File: config.mk
export PLATFORM = sky130hd
export DESIGN_NAME = mcmem_arbiter
export DESIGN_NICKNAME = d
export VERILOG_FILES = /design/src/rtl/mcmem_arbiter.sv
export SDC_FILE = /design/constraint.sdc
export NUM_CORES = 1
export LEC_CHECK = 0
export CAP_MARGIN = 10
export CORE_MARGIN = 2
export CORE_UTILIZATION = 29
export DETAILED_ROUTE_END_ITERATION = 10
export PLACE_DENSITY = 0.67
export SLEW_MARGIN = 25
export SYNTH_ARGS = -nofsm -noshare
export SYNTH_HDL_FRONTEND = slang
export SYNTH_SLANG_ARGS = --single-unit
File: constraint.sdc
create_clock -name clk -period 2 [get_ports clk]
set_input_delay 0.4 -clock clk [delete_from_list [all_inputs] [get_ports clk]]
set_output_delay 0.4 -clock clk [all_outputs]
set_load 0.01 [all_outputs]
File: src/rtl/mcmem_arbiter.sv
// mcmem_arbiter: two-requester arbiter/sequencer for the multicycle CPU's single-port
// synchronous data memory (fetch = requester 0, load/store = requester 1).
`default_nettype none

module mcmem_arbiter #(
   parameter int RD_LAT    = 2,
   parameter bit FIXED_PRI = 1'b0
) (
   input  logic        clk,
   input  logic        clrn,
   input  logic        req0,
   input  logic        we0,
   input  logic [31:0] addr0,
   input  logic [31:0] wdata0,
   input  logic        req1,
   input  logic        we1,
   input  logic [31:0] addr1,
   input  logic [31:0] wdata1,
   output logic        gnt0,
   output logic        gnt1,
   output logic        rvalid0,
   output logic        rvalid1,
   output logic [31:0] rdata,
   output logic        busy,
   output logic [31:0] mem_addr,
   output logic [31:0] mem_datain,
   output logic        mem_we,
   input  logic [31:0] mem_dataout
);

   localparam int CNT_W = (RD_LAT > 1) ? $clog2(RD_LAT) : 1;

   typedef enum logic [1:0] {
      IDLE  = 2'd0,
      ISSUE = 2'd1,
      WAIT  = 2'd2,
      RESP  = 2'd3
   } state_t;

   state_t             state_q, state_d;
   logic               owner_q, owner_d;
   logic               ptr_q, ptr_d;
   logic [CNT_W-1:0]   cnt_q, cnt_d;
   logic [31:0]        mem_addr_q, mem_addr_d;
   logic [31:0]        mem_datain_q, mem_datain_d;
   logic               mem_we_q, mem_we_d;
   logic               win;

   always_comb begin
      state_d      = state_q;
      owner_d      = owner_q;
      ptr_d        = ptr_q;
      cnt_d        = cnt_q;
      mem_addr_d   = mem_addr_q;
      mem_datain_d = mem_datain_q;
      mem_we_d     = mem_we_q;
      win          = 1'b0;

      case (state_q)
         IDLE: begin
            mem_we_d = 1'b0;
            if (req0 || req1) begin
               if (req0 && !req1)      win = 1'b0;
               else if (!req0 && req1) win = 1'b1;
               else if (FIXED_PRI)     win = 1'b0;
               else                    win = ptr_q;
               // pointer always ends up favouring whoever did not get this grant
               ptr_d        = ~win;
               owner_d      = win;
               mem_addr_d   = win ? addr1  : addr0;
               mem_datain_d = win ? wdata1 : wdata0;
               mem_we_d     = win ? we1    : we0;
               state_d      = ISSUE;
            end
         end
         ISSUE: begin
            mem_we_d = 1'b0;
            if (mem_we_q) begin
               state_d = IDLE;
            end else if (RD_LAT == 1) begin
               state_d = RESP;
            end else begin
               cnt_d   = CNT_W'(RD_LAT - 1);
               state_d = WAIT;
            end
         end
         WAIT: begin
            cnt_d = cnt_q - 1'b1;
            if (cnt_q == CNT_W'(1)) state_d = RESP;
         end
         RESP: state_d = IDLE;
         default: state_d = IDLE;
      endcase
   end

   always_ff @(posedge clk) begin
      if (!clrn) begin
         state_q      <= IDLE;
         owner_q      <= 1'b0;
         ptr_q        <= 1'b0;
         cnt_q        <= '0;
         mem_addr_q   <= '0;
         mem_datain_q <= '0;
         mem_we_q     <= 1'b0;
      end else begin
         state_q      <= state_d;
         owner_q      <= owner_d;
         ptr_q        <= ptr_d;
         cnt_q        <= cnt_d;
         mem_addr_q   <= mem_addr_d;
         mem_datain_q <= mem_datain_d;
         mem_we_q     <= mem_we_d;
      end
   end

   assign gnt0       = (state_q == ISSUE) && !owner_q;
   assign gnt1       = (state_q == ISSUE) &&  owner_q;
   assign rvalid0    = (state_q == RESP)  && !owner_q;
   assign rvalid1    = (state_q == RESP)  &&  owner_q;
   assign rdata      = (state_q == RESP) ? mem_dataout : 32'd0;
   assign busy       = (state_q != IDLE);
   assign mem_addr   = mem_addr_q;
   assign mem_datain = mem_datain_q;
   assign mem_we     = mem_we_q;

endmodule

`default_nettype wire

==> impl_metrics.env, run 1 <==
export IMPL_ctsLongestPathBuffers=2
export IMPL_gp_congestion=0.780
export IMPL_nNetsFinal=853
export IMPL_area_after_detailed_placement_mm2=0.00672
export IMPL_outcome="finished clean"
export IMPL_timing_final_hold_violations=0
export IMPL_synth_compound_gate_area_share=0.373
export IMPL_vias_per_cell=6.08
export IMPL_worst_pin_slew_ps=838
export IMPL_hp_class="flip-flop to flip-flop"
export IMPL_floorplan_core_area_mm2=0.0137
export IMPL_worstSkewPairLatency_ps=340
export IMPL_layout_cells_non_filler=872
export IMPL_fin_worst_skew_ps=6.49
export IMPL_place_port_buffers=267
export IMPL_achievable_frequency_mhz=533
export IMPL_postSynthRegisterBits=70
export IMPL_cts_repair_timing_setup_buffer_count=0
export IMPL_data_arrival_critical_path_ps=1480
export IMPL_clock_sink_count=70
export IMPL_critical_path_cell_chain="nand2_1 > nor2_1 > clkdlybuf4s50_1"
export IMPL_slowest_delay_ps=540
export IMPL_routed_wirelength_um=18300
export IMPL_yosys_top_cells_area="dfxtp_1 (35%), a2111oi_0 (28%), nor4_1 (10%)"
export IMPL_dominant_combinational_cell_family_by_area_after_synthesis="compound AO/OA/AOI/OAI gates"
export IMPL_syn_area_per_cell_um2=8.45
export IMPL_yosys_mux_area_fraction=0.00249
export IMPL_worstPathMaxFanout=6
export IMPL_antenna_violating_nets_post_route=0
export IMPL_grtUsageTotal=0.234
export IMPL_top_area_cell_type_share_of_the_netlist_area=0.348
export IMPL_number_of_global_route_vias_before_repair=5238
export IMPL_synth_edf_count=0
export IMPL_final_layout_size_suffix_gt1_frac=0.0665
export IMPL_ir_worst_vdd_mv=0.340
export IMPL_ys_async_sr_fraction=0
export IMPL_fp_row_count=43
export IMPL_worst_hold_slack_ps=512
export IMPL_tritoncts="done"
export IMPL_cts_buffers_inserted=9
export IMPL_ioPinCount=268
export IMPL_diodes=0
export IMPL_maxSlewViolCount=0
export IMPL_p_leak_nw=2.72
export IMPL_final_setup_viol_count=0
export IMPL_post_synth_inst_count=476
export IMPL_grt_start_max_net_pins=88
export IMPL_area_growth_pct=77.1
export IMPL_synth_xor_area_frac=0.00218
export IMPL_yosys_most_used_dff="dfxtp_1"
export IMPL_floorplan_die_area_mm2=0.0148
export IMPL_clock_tree_htree_level_count=3
export IMPL_timing_slew_headroom=0.440
export IMPL_drv_max_cap_violation_count=0
export IMPL_number_of_filler_cells_placed_in_the_layout=1293
export IMPL_remaining_global_route_overflow=0
export IMPL_clock_tree_root_cell="clkbuf_16"
export IMPL_worstSetupStartpointType="flip-flop"
export IMPL_critical_path_endpoint_type="output pin"
export IMPL_critPathTopFamily="buffers and inverters"
export IMPL_cts_reportedPaths_clkPinSlew_ps=60
export IMPL_synth_nets=642
export IMPL_final_period_minus_worst_setup_slack_ps=1880
export IMPL_design_power_total_mw=5.48
export IMPL_dieHeight_um=122
export IMPL_initial_cell_density_of_the_core=0.293
export IMPL_drcViolationCount=0
export IMPL_portion_of_the_post_synthesis_area_used_by_sequential_elements=0.348
export IMPL_stdcell_area_mm2=0.00712
export IMPL_yosys_area_share_simple=0.171
export IMPL_die_width_um=122
export IMPL_ys_warnings_count=0
export IMPL_first_iter_violations=508
export IMPL_hpwl_um=11600
export IMPL_synth_cell_area_mm2=0.00402
export IMPL_setup_repair_after_global_routing_missed_its_margin="false"
export IMPL_avgRoutedWirePerCell_um=21.0
export IMPL_netlist_top_cell_by_area="dfxtp_1"
export IMPL_post_synth_top_count_cell="a2111oi_0"
export IMPL_dp_cells=854
export IMPL_first_pass_iters=5
export IMPL_synthDistinctLibCells=30
export IMPL_criticalPathCategory="flip-flop to output pin"
export IMPL_detailroute_via_count=5298
export IMPL_yosys_area_share_adder=0.00249
export IMPL_power_per_cell_area_mw_per_mm2=770
export IMPL_synthTopCellsByCount="a2111oi_0 (128), dfxtp_1 (70), a21oi_1 (66)"
export IMPL_antenna_found_initial=0
export IMPL_timing_critical_path_buf_inv=1
export IMPL_grt_first_pass_wirelength_um=27800
export IMPL_period_share=0.938
export IMPL_worst_ep_required_time_ps=1600
export IMPL_cpMaxStageDelayCell="clkdlybuf4s50_1"
==> final cells by class <==
cell class	instances	area [um^2]	area share
Timing Repair Buffer	286	2910	0.408
Multi-Input combinational cell	314	2220	0.311
Sequential cell	70	1410	0.198
Clock buffer	13	270	0.0379
Tap cell	180	225	0.0316
Clock inverter	3	65.1	0.00913
Inverter	6	27.5	0.00386
==> through the flow <==
step	setup slack (ps)	utilization	TNS, ps
after floorplan	452	-	0
after global placement	-33.6	0.490	-49.8
after detailed placement	-20.1	0.490	-22.3
after CTS	0.305	0.515	0
after global routing	6.75	0.519	0
final	124	0.519	0
==> worst paths after layout <==
kind                                    from             to  slack (ps)  cells past startpoint
worst max-delay path              state_q[0]        rvalid0         120                      3
worst min-delay path            mem_addr[31]   mem_addr[31]         510                      2
worst max register to register    state_q[0]  mem_datain[3]         220                      6
worst min register to register  mem_addr[31]   mem_addr[31]         510                      2
==> layer usage <==
layer,GRT usage,vias up,part of all wire
met1,0.274,2506,0.38
met3,0.0492,47,0.085
met2,0.401,327,0.50
met4,0.124,0,0.036
met5,0,-,0
li1,-,2418,-
==> where the power goes <==
part / internal [mW] / switching, mW / total (mW)
clock: 1.19 / 0.618 / 1.81
sequential: 1.61 / 0.131 / 1.74
combinational: 0.966 / 0.964 / 1.93
total: 3.77 / 1.71 / 5.48
==> layout by cell type, fill, tap and decap left out, types with 3 or more instances in the layout <==
master / instances
dlygate4sd2_1: 24
nor2_1: 5
nor4_1: 64
dlymetal6s2s_1: 11
and3_1: 32
a2111oi_0: 128
a21oi_1: 66
dfxtp_1: 67
buf_12: 5
clkdlybuf4s50_1: 230
clkbuf_16: 10
clkinv_2: 3
buf_4: 12
clkbuf_8: 3
==> cell families (layout without fill, tap and decap cells) <==
family	Yosys count	count (layout)
AOI/OAI and AO/OA	200	200
and+or+nand+nor	111	111
buffers and inverters	92	308
DFF	70	70
adders and majority gates	1	1
xor gates and xnor gates	1	1
muxes	1	1
==> registers in the layout, indices dropped and copies added, names as in the netlist, named ones only <==
| name | cells |
|---|---|
| state_q | 1 |
| mem_addr | 32 |
| mem_we | 1 |
| ptr_q | 1 |
| mem_datain | 32 |
| cnt_q | 1 |
| owner_q | 1 |
==> tightest hold or removal path: stages (launching register included) <==
cell and delay [ps]:
dfxtp_1 310, a21oi_1 110, nor4_1 50
==> repair_timing <==
item,4_1_cts,5_1_grt
resized for setup,28,12
endpoints found under the setup margin,35,70
hold buffers,0,0
cloned,1,1
(Power assumes the default switching activity.)
==> run 2, diff against run 1 <==
--- a/config.mk
+++ b/config.mk
@@ -6,6 +6,7 @@
 export NUM_CORES = 1
 export LEC_CHECK = 0
 export CAP_MARGIN = 10
+export CORE_ASPECT_RATIO = 2
 export CORE_MARGIN = 2
 export CORE_UTILIZATION = 29
 export DETAILED_ROUTE_END_ITERATION = 10
==> run 2 against run 1 <==
Via count increased by 1.2%. Combinational power about the same. Hold slack improved by 7.5 ps. Largest cell class unchanged.
==> impl_metrics.env, run 2 (same netlist as run 1, synthesis figures left out) <==
export IMPL_worstSkewPairLatency_ps=330
export IMPL_design_power_total_mw=5.22
export IMPL_fin_worst_skew_ps=9.95
export IMPL_layout_commonest_cell="clkdlybuf4s50_1"
export IMPL_worst_ep_required_time_ps=1600
export IMPL_outcome="finished clean"
export IMPL_grt_first_pass_wirelength_um=28100
export IMPL_maxSlewViolCount=0
export IMPL_worstSetupStartpointType="flip-flop"
export IMPL_hpwl_um=12700
export IMPL_ir_worst_vdd_mv=0.393
export IMPL_gp_congestion=0.831
export IMPL_cts_reportedPaths_clkPinSlew_ps=60
export IMPL_clock_sink_count=70
export IMPL_first_pass_iters=5
export IMPL_die_width_um=87.3
export IMPL_timing_reg2reg_setup_slack_ps=230
export IMPL_floorplan_core_area_mm2=0.0135
export IMPL_remaining_global_route_overflow=0
export IMPL_area_after_detailed_placement_mm2=0.00671
export IMPL_dieHeight_um=171
export IMPL_achievable_frequency_mhz=513
export IMPL_grt_start_max_net_pins=71
export IMPL_tritoncts="done"
export IMPL_crit_startpoint="state_q[0]"
export IMPL_final_setup_viol_count=0
export IMPL_data_arrival_critical_path_ps=1550
export IMPL_period_share=0.974
export IMPL_number_of_global_route_vias_before_repair=5179
export IMPL_antenna_violating_nets_post_route=0
export IMPL_worst_pin_slew_ps=791
export IMPL_stdcell_area_mm2=0.00710
export IMPL_detailroute_via_count=5359
export IMPL_cts_hold_buffers_added=0
export IMPL_antenna_found_initial=1
export IMPL_worstSetupEndpoint="rdata[4]"
export IMPL_hp_class="flip-flop to flip-flop"
export IMPL_area_growth_pct=76.7
export IMPL_dp_cells=835
export IMPL_drcViolationCount=0
export IMPL_initial_cell_density_of_the_core=0.298
export IMPL_drv_max_cap_violation_count=0
export IMPL_final_period_minus_worst_setup_slack_ps=1950
export IMPL_final_core_utilization=0.526
export IMPL_power_per_cell_area_mw_per_mm2=735
export IMPL_ioPinCount=268
export IMPL_p_leak_nw=2.92
export IMPL_layout_common_cells="clkdlybuf4s50_1 (234), a2111oi_0 (128), dfxtp_1 (67), a21oi_1 (66), nor4_1 (64)"
export IMPL_criticalPathCategory="flip-flop to output pin"
export IMPL_r2r_end="mem_addr[22]"
export IMPL_timing_final_hold_violations=0
export IMPL_nNetsFinal=859
export IMPL_clock_tree_root_cell="clkbuf_16"
export IMPL_worst_r2r_cell_count=6
export IMPL_ctsLongestPathBuffers=2
export IMPL_avgRoutedWirePerCell_um=22.2
export IMPL_vias_per_cell=6.28
export IMPL_clock_tree_htree_level_count=3
export IMPL_timing_slew_headroom=0.473
export IMPL_critical_path_endpoint_type="output pin"
export IMPL_fp_row_count=60
export IMPL_layout_cells_non_filler=854
export IMPL_floorplan_die_area_mm2=0.0149
export IMPL_routed_wirelength_um=19000
export IMPL_grtUsageTotal=0.239
export IMPL_final_setup_tns_ps=0
export IMPL_cts_repair_timing_setup_buffer_count=0
export IMPL_final_layout_size_suffix_gt1_frac=0.0731
export IMPL_cts_buffers_inserted=9
export IMPL_first_iter_violations=348
export IMPL_worstPathMaxFanout=13
export IMPL_place_port_buffers=267
==> run 2: changes by cell type in the layout (fill, tap and decap cells not counted), moves of 2 or more <==
cell             previous run  this run
clkbuf_8                    3         0
clkinv_2                    3         5
buf_6                       0         4
dlygate4sd2_1              24         3
buf_12                      5         3
dlymetal6s2s_1             11        28
dfxtp_2                     1         3
clkdlybuf4s50_1           230       234
buf_4                      12        17
dfxtp_4                     2         0
==> run 2: critical path, cell delays in order, from the launching register on <==
cell and delay [ps]:
dfxtp_2 370, buf_6 160, and3_1 160, clkdlybuf4s50_1 530
==> run 2: repair_timing <==
item,4_1_cts,5_1_grt
cloned,1,1
setup endpoints to repair,28,80
resized for setup,7,36
==> run 2: power by group <==
part	switching [mW]	total, mW	internal (mW)
sequential	0.127	1.74	1.61
combinational	0.977	1.92	0.945
clock	0.605	1.56	0.958
==> run 2: metrics by stage <==
| stage | hold slack (ps) | worst slack, ps |
|---|---|---|
| 6_report | 519 | 52.5 |
| 5_1_grt | 536 | -22.2 |
| 4_1_cts | 517 | -7.03 |
| 3_5_place_dp | 504 | 27.4 |
| 3_3_place_gp | 501 | 52.4 |
| 2_1_floorplan | 509 | 452 |
==> run 2: routing by layer <==
layer	global-route usage	vias to the layer above	wire length (um)
li1	-	2436	-
met1	0.274	2543	6970
met2	0.410	314	9780
met3	0.0342	66	1240
met4	0.144	0	1000
met5	0	-	0
==> run 2: cell type report <==
cell class / count / area [um^2]
Clock inverter: 5 / 50.0
Timing Repair Buffer: 292 / 2980
Clock buffer: 11 / 233
Sequential cell: 70 / 1410
Fill cell: 1240 / 6410
Antenna cell: 1 / 2.50
Multi-Input combinational cell: 314 / 2220
Tap cell: 155 / 194
Inverter: 6 / 26.3
==> run 2: worst min-delay path by stage <==
stage | end | cells past startpoint | slack (ps) | startpoint
after CTS | mem_datain[23] | 2 | 520 | mem_datain[23]
final | mem_addr[27] | 2 | 520 | mem_addr[27]
after global routing | mem_addr[15] | 2 | 540 | mem_addr[15]
after detailed placement | mem_datain[23] | 2 | 500 | mem_datain[23]
after global placement | mem_datain[7] | 2 | 500 | mem_datain[7]
after floorplan | owner_q | 2 | 510 | owner_q
